<file path="src/rtl/seg_scan_sched_if.sv">
// Display-side signal bundle for seg_scan_sched: value/sign/point/enable
// from the application, sel/seg towards the 74HC595 driver.
interface seg_scan_sched_if;
  logic [19:0] data;
  logic [5:0]  point;
  logic        sign;
  logic        seg_en;
  logic [5:0]  sel;
  logic [7:0]  seg;

  // Application side: supplies the value, reads back the scan outputs.
  modport master (
    output data, point, sign, seg_en,
    input  sel, seg
  );

  // Scheduler side.
  modport slave (
    input  data, point, sign, seg_en,
    output sel, seg
  );
endinterface

</file>
<file path="src/rtl/seg_scan_sched.sv">
// Six-digit seven-segment scan scheduler. Samples a binary value once per
// frame, converts it to BCD with a sequential double-dabble engine, applies
// leading-zero blanking and a minus sign, and multiplexes the digits onto a
// registered one-hot sel / active-low seg pair for hc595_ctrl.
module seg_scan_sched #(
  parameter int unsigned CNT_MAX = 49_999
) (
  input logic          sys_clk,
  input logic          sys_rst_n,
  seg_scan_sched_if.slave bus
);

  localparam int unsigned CNT_W    = (CNT_MAX > 0) ? $clog2(CNT_MAX + 1) : 1;
  localparam logic [19:0] DATA_MAX = 20'd999_999;

  typedef enum logic [1:0] {
    IDLE = 2'd0,
    CONV = 2'd1,
    DONE = 2'd2
  } conv_state_t;

  // Scan timing
  logic [CNT_W-1:0] cnt_dwell;
  logic [2:0]       digit_idx;
  logic             first_q;
  logic             dwell_wrap;
  logic             frame_start;

  // Converter
  conv_state_t state;
  logic [4:0]  iter;
  logic [23:0] bcd;
  logic [23:0] bcd_adj;
  logic [19:0] shreg;
  logic        sign_sh;
  logic [5:0]  point_sh;

  // Display registers: one consistent frame sample
  logic [23:0] disp_bcd;
  logic        disp_sign;
  logic [5:0]  disp_point;

  // Output path
  logic [2:0] msd;
  logic [7:0] digit_pat;
  logic [5:0] sel_q;
  logic [7:0] seg_q;

  // Active-low {dp,g,f,e,d,c,b,a} pattern for one decimal digit.
  function automatic logic [7:0] seg_decode(input logic [3:0] d);
    case (d)
      4'd0:    seg_decode = 8'hC0;
      4'd1:    seg_decode = 8'hF9;
      4'd2:    seg_decode = 8'hA4;
      4'd3:    seg_decode = 8'hB0;
      4'd4:    seg_decode = 8'h99;
      4'd5:    seg_decode = 8'h92;
      4'd6:    seg_decode = 8'h82;
      4'd7:    seg_decode = 8'hF8;
      4'd8:    seg_decode = 8'h80;
      4'd9:    seg_decode = 8'h90;
      default: seg_decode = 8'hFF;
    endcase
  endfunction

  assign dwell_wrap  = (cnt_dwell == CNT_W'(CNT_MAX));
  assign frame_start = first_q | (dwell_wrap & (digit_idx == 3'd5));

  // Dwell counter and digit index; first_q marks the first cycle after reset.
  // NOTE: sequential state uses non-blocking assignments so every register
  // samples pre-edge values regardless of statement order.
  always_ff @(posedge sys_clk or negedge sys_rst_n) begin
    if (!sys_rst_n) begin
      cnt_dwell <= '0;
      digit_idx <= 3'd0;
      first_q   <= 1'b1;
    end else begin
      first_q <= 1'b0;
      if (dwell_wrap) begin
        cnt_dwell <= '0;
        digit_idx <= (digit_idx == 3'd5) ? 3'd0 : digit_idx + 3'd1;
      end else begin
        cnt_dwell <= cnt_dwell + 1'b1;
      end
    end
  end

  // Add-3 correction on every BCD nibble that is 5 or more, ahead of the shift.
  // NOTE: combinational blocks assign a default first so no path leaves a
  // variable holding its old value, which would infer a latch.
  always_comb begin
    bcd_adj = bcd;
    for (int i = 0; i < 6; i++) begin
      if (bcd_adj[4*i +: 4] >= 4'd5) begin
        bcd_adj[4*i +: 4] = bcd_adj[4*i +: 4] + 4'd3;
      end
    end
  end

  // Converter FSM: sample on frame start, 20 shift-add-3 steps, then publish.
  // NOTE: the display registers are reset along with the FSM so a reset
  // mid-conversion never leaves a half-updated frame on the digits.
  always_ff @(posedge sys_clk or negedge sys_rst_n) begin
    if (!sys_rst_n) begin
      state      <= IDLE;
      iter       <= 5'd0;
      bcd        <= '0;
      shreg      <= '0;
      sign_sh    <= 1'b0;
      point_sh   <= '0;
      disp_bcd   <= '0;
      disp_sign  <= 1'b0;
      disp_point <= '0;
    end else begin
      case (state)
        IDLE: begin
          if (frame_start) begin
            shreg    <= (bus.data > DATA_MAX) ? DATA_MAX : bus.data;
            sign_sh  <= bus.sign;
            point_sh <= bus.point;
            bcd      <= '0;
            iter     <= 5'd0;
            state    <= CONV;
          end
        end
        CONV: begin
          bcd   <= (bcd_adj << 1) | {23'd0, shreg[19]};
          shreg <= shreg << 1;
          iter  <= iter + 5'd1;
          if (iter == 5'd19) begin
            state <= DONE;
          end
        end
        DONE: begin
          disp_bcd   <= bcd;
          disp_sign  <= sign_sh;
          disp_point <= point_sh;
          state      <= IDLE;
        end
        default: state <= IDLE;
      endcase
    end
  end

  // Most significant shown digit: highest nonzero digit or lit point, else 0.
  always_comb begin
    msd = 3'd0;
    for (int i = 0; i < 6; i++) begin
      if ((disp_bcd[4*i +: 4] != 4'd0) || disp_point[i]) begin
        msd = 3'(i);
      end
    end
  end

  // Pattern for the digit being scanned: value, minus sign, or blank.
  always_comb begin
    digit_pat = 8'hFF;
    for (int i = 0; i < 6; i++) begin
      if (digit_idx == 3'(i)) begin
        if (3'(i) <= msd) begin
          digit_pat = seg_decode(disp_bcd[4*i +: 4]) & ~{disp_point[i], 7'd0};
        end else if (disp_sign && (msd < 3'd5) && (3'(i) == msd + 3'd1)) begin
          digit_pat = 8'hBF;
        end
      end
    end
  end

  // Registered outputs, forced dark while the display is disabled.
  always_ff @(posedge sys_clk or negedge sys_rst_n) begin
    if (!sys_rst_n) begin
      sel_q <= 6'b000000;
      seg_q <= 8'hFF;
    end else if (bus.seg_en) begin
      sel_q <= 6'b000001 << digit_idx;
      seg_q <= digit_pat;
    end else begin
      sel_q <= 6'b000000;
      seg_q <= 8'hFF;
    end
  end

  assign bus.sel = sel_q;
  assign bus.seg = seg_q;

endmodule

</file>
<file path="src/flat_wrapper.sv">
// flat-port wrapper written by rule: the top's interface ports become plain ports
module seg_scan_sched_flat 
#(
  parameter int unsigned CNT_MAX = 49_999
)
  (sys_clk, sys_rst_n, bus_data, bus_point, bus_sign, bus_seg_en, bus_sel, bus_seg);
  seg_scan_sched_if bus_i ();
  input logic sys_clk;
  input logic sys_rst_n;
  input wire logic [$bits(bus_i.data)-1:0] bus_data;
  input wire logic [$bits(bus_i.point)-1:0] bus_point;
  input wire logic [$bits(bus_i.sign)-1:0] bus_sign;
  input wire logic [$bits(bus_i.seg_en)-1:0] bus_seg_en;
  output wire logic [$bits(bus_i.sel)-1:0] bus_sel;
  output wire logic [$bits(bus_i.seg)-1:0] bus_seg;
  assign bus_i.data = bus_data;
  assign bus_i.point = bus_point;
  assign bus_i.sign = bus_sign;
  assign bus_i.seg_en = bus_seg_en;
  assign bus_sel = bus_i.sel;
  assign bus_seg = bus_i.seg;
  seg_scan_sched #(.CNT_MAX(CNT_MAX)) u_core (.sys_clk(sys_clk), .sys_rst_n(sys_rst_n), .bus(bus_i));
endmodule
</file>
<file path="config.mk">
export PLATFORM = sky130hd
export DESIGN_NAME = seg_scan_sched_flat
export DESIGN_NICKNAME = d
export VERILOG_FILES = /design/src/rtl/seg_scan_sched_if.sv /design/src/rtl/seg_scan_sched.sv /design/src/flat_wrapper.sv
export SDC_FILE = /design/constraint.sdc
export NUM_CORES = 1
export LEC_CHECK = 0
export ABC_AREA = 1
export BUFFER_PORTS_ARGS = -buffer_cell sky130_fd_sc_hd__buf_2
export CAP_MARGIN = 10
export CORE_MARGIN = 3
export CORE_UTILIZATION = 45
export DETAILED_ROUTE_END_ITERATION = 12
export HOLD_SLACK_MARGIN = 0.08
export SYNTH_ARGS = -nofsm -noshare
export SYNTH_HDL_FRONTEND = slang
export SYNTH_SLANG_ARGS = --single-unit
</file>
<file path="constraint.sdc">
create_clock -name sys_clk -period 5.2 [get_ports sys_clk]
set_input_delay 1.04 -clock sys_clk [delete_from_list [all_inputs] [get_ports sys_clk]]
set_output_delay 1.04 -clock sys_clk [all_outputs]
set_load 0.01 [all_outputs]
</file>
==> impl_metrics.toml <==
[status]
status = "finished clean"

[synth]
synth_nets = 962
syn_avg_cell_area_um2 = 7.84
yosysUniqueCellTypes = 47
synth-seq-cells = 123
yosys.area.top_type = "dfrtp_1"
netlist_instances = 892
ys_seq_area_share_pct = 44.2
netlist.area_leader.share_pct = 40.8
synth_area_mm2 = 0.00699
synth_warnings = 0
synth.top_cells.by_area = "dfrtp_1, nand2_1, ha_1"

[pwr]
peakVddDrop_mv = 0.278
p_leak_nw = 4.08
power_density_mw_per_mm2 = 558

[timing]
worstMarginPinSlew_ps = 618
setup-violations-final = 0
fmax_ghz = 0.384
clock_skew_ps = 9.09
setup_ws_ps = 2590
tns_ps = 0
finalHoldViolCount = 0
rsz0062_at_grt = "no"
maxSlewHeadroom_pct = 58.8
drv_slew = 0
period_share_pct = 50.1
min_period_ps = 2610

[critical_path]
worstReg2RegStart = "u_core.cnt_dwell[0]"
cp.required_ps = 5490
arrival_ps = 2890
r2r_cells = 10
reg2reg_slack_ps = 2590
path_class = "reg -> reg"
endpoint_kind = "register"
worst-path-max-fanout = 44
r2r-end = "u_core.shreg[15]"
cp-start-kind = "register"

[min_path]
hold_path.class = "reg -> reg"
min_to = "u_core.shreg[0]"
hp-start = "u_core.shreg[0]"
min_path_cells = 2

[drt]
drc = 0
wl_um = 15100
num_vias = 5731
via_per_inst = 5.04
drtAntennaViolNets = 0
wl_per_cell_um = 13.3
firstDrtPassIters = 4
drtIter0Drc = 212

[place]
dp_cells = 1104
gp_congestion = 0.867
hpwlAfterDp_um = 10700
io_buffers = 43
pre_cts_ws_ps = 2590

[global_route]
gr-usage-all-layers_pct = 18.9
grt_pass1_wl_um = 25600
grt_overflow = 0
grt_pass1_vias = 5442
antenna_found_initial = 0
grt_max_degree = 59

[clock_network]
root_buffer = "clkbuf_16"
cts_made_buffers = 17
postCtsSetupRepairBufs = 0
cts_resized = 0
clk-insertion-delay-late_ps = 420
htree_levels = 4
holdBufCountCts = 0
cts_tree = "done"
clockBufferDepth = 2
path_clk_slew_ps = 60
clock_sinks = 123

[die]
placementRows = 44
coreArea_mm2 = 0.0149
die_area_mm2 = 0.0171
io_pins = 44
die_height_um = 131
die_w_um = 131
initial_core_util_pct = 47.1

[final_layout]
nFillCells = 1409
final_nets = 1009
final_cell_count_no_fill = 1136
num_antenna_cells = 0
drive_above_1_share_pct = 13.4
area_growth_pct = 14.2

[job]
cap_violations = 0
==> cell families (layout without fill, tap and decap cells) <==
family / count (synthesis) / in the layout / share of synthesized area, %
AND/OR/NAND/NOR: 375 / 375 / 22.8
AO/OA/AOI/OAI: 190 / 190 / 15.3
buffers and inverters: 146 / 206 / 8.23
flip-flops: 123 / 123 / 44.2
adder cells (fa/ha/maj): 40 / 40 / 7.16
XOR/XNOR: 13 / 13 / 1.63
multiplexers: 4 / 4 / 0.644
other: 1 / 1 / 0.0536
==> critical path, stage by stage (launching register included) <==
cell and delay, ps:
dfrtp_1 380, ha_1 200, nand3_1 200, nor2_1 150, nand2_1 200, o21bai_2 240, nand2_2 230, nand2_4 420
inv_2 230, nand2_1 110, o221ai_1 100
==> report_power, final <==
| part | total, mW | internal [mW] | switching (mW) |
|---|---|---|---|
| combinational | 1.75 | 0.644 | 1.11 |
| clock | 1.20 | 0.748 | 0.455 |
| sequential | 1.50 | 1.28 | 0.222 |
| total | 4.46 | 2.67 | 1.79 |
==> layout by cell type, fill, tap and decap left out, types with 4 or more instances in the layout <==
master       n
inv_1      116
ha_1        40
xor2_1      13
nor2_2       5
inv_2        9
clkbuf_16   17
nor2_1      82
buf_2       42
o32ai_1      5
or2_2        7
o21ai_0     92
o22ai_1     15
buf_4        6
dfstp_2      9
o211ai_1    11
nand2_1    200
a21oi_1     38
o21ai_1     12
dfrtp_1    114
mux2_2       4
nand3_1     52
nand4_1      8
nor3_1       8
==> synth_stat cells, drive strengths merged <==
master and count:
or2 7, dfrtp 114, a21oi 38, o32ai 5
nor2 87, nor4 4, o31ai 1, o21bai 3
clkbuf 13, nand4 8, o21ai 105, a22o 1
a32oi 1, nand3b 1, nand3 53, o22ai 15
o21a 2, xor2 13, mux2 4, o211ai 11
ha 40, a22oi 1, dfstp 9, a31oi 4
o221ai 1, buf 7, nor3 11, a21boi 1
nand2 204, inv 126, a311oi 1, conb 1
==> layout make-up <==
| type | instances | area, µm² | share of cell area (%) |
|---|---|---|---|
| well taps | 184 | 230 | 2.88 |
| flip-flops and latches | 123 | 3090 | 38.7 |
| multi-input cells | 623 | 3330 | 41.7 |
| repair buffers | 48 | 255 | 3.20 |
| clock inverters | 12 | 138 | 1.72 |
| inverters | 126 | 475 | 5.95 |
| clock buffers | 20 | 467 | 5.84 |
==> stage by stage <==
stage | total power [mW] | hold slack (ps) | cell area, µm² | utilization [%]
after global routing | 4.86 | 490 | 7990 | 53.7
final | 4.46 | 471 | 7990 | 53.7
after floorplan | 2.83 | 430 | 6990 | -
after global placement | 3.25 | 447 | 7380 | 49.7
after CTS | 4.49 | 467 | 7990 | 53.7
after detailed placement | 3.26 | 459 | 7380 | 49.7
==> worst max path at each step <==
stage | to | cells after the start | startpoint
2_1_floorplan | u_core.shreg[14] | 8 | bus_data[12]
3_3_place_gp | u_core.shreg[15] | 10 | u_core.cnt_dwell[0]
3_5_place_dp | u_core.shreg[15] | 10 | u_core.cnt_dwell[0]
4_1_cts | u_core.shreg[15] | 10 | u_core.cnt_dwell[0]
5_1_grt | u_core.shreg[15] | 10 | u_core.cnt_dwell[0]
6_report | u_core.shreg[15] | 10 | u_core.cnt_dwell[0]
==> layer usage <==
| metal | track usage [%] | up-vias | share of wire [%] |
|---|---|---|---|
| li1 | - | 3015 | - |
| met3 | 5.08 | 21 | 3.5 |
| met4 | 6.11 | 0 | 1.5 |
| met1 | 26.1 | 2605 | 51 |
| met2 | 29.1 | 90 | 44 |
| met5 | 0 | - | 0 |
==> flip-flops by register name, summed over array words and instances (netlist names) <==
name and flops:
u_core.bcd 24, u_core.disp_bcd 24, u_core.shreg 20, u_core.cnt_dwell 16, u_core.bus.seg 8, u_core.bus.sel 6
u_core.disp_point 6, u_core.point_sh 6, u_core.iter 5, u_core.digit_idx 3, u_core.state 2, u_core.disp_sign 1
u_core.first_q 1, u_core.sign_sh 1
No activity file was read; power rests on OpenSTA's default activity.
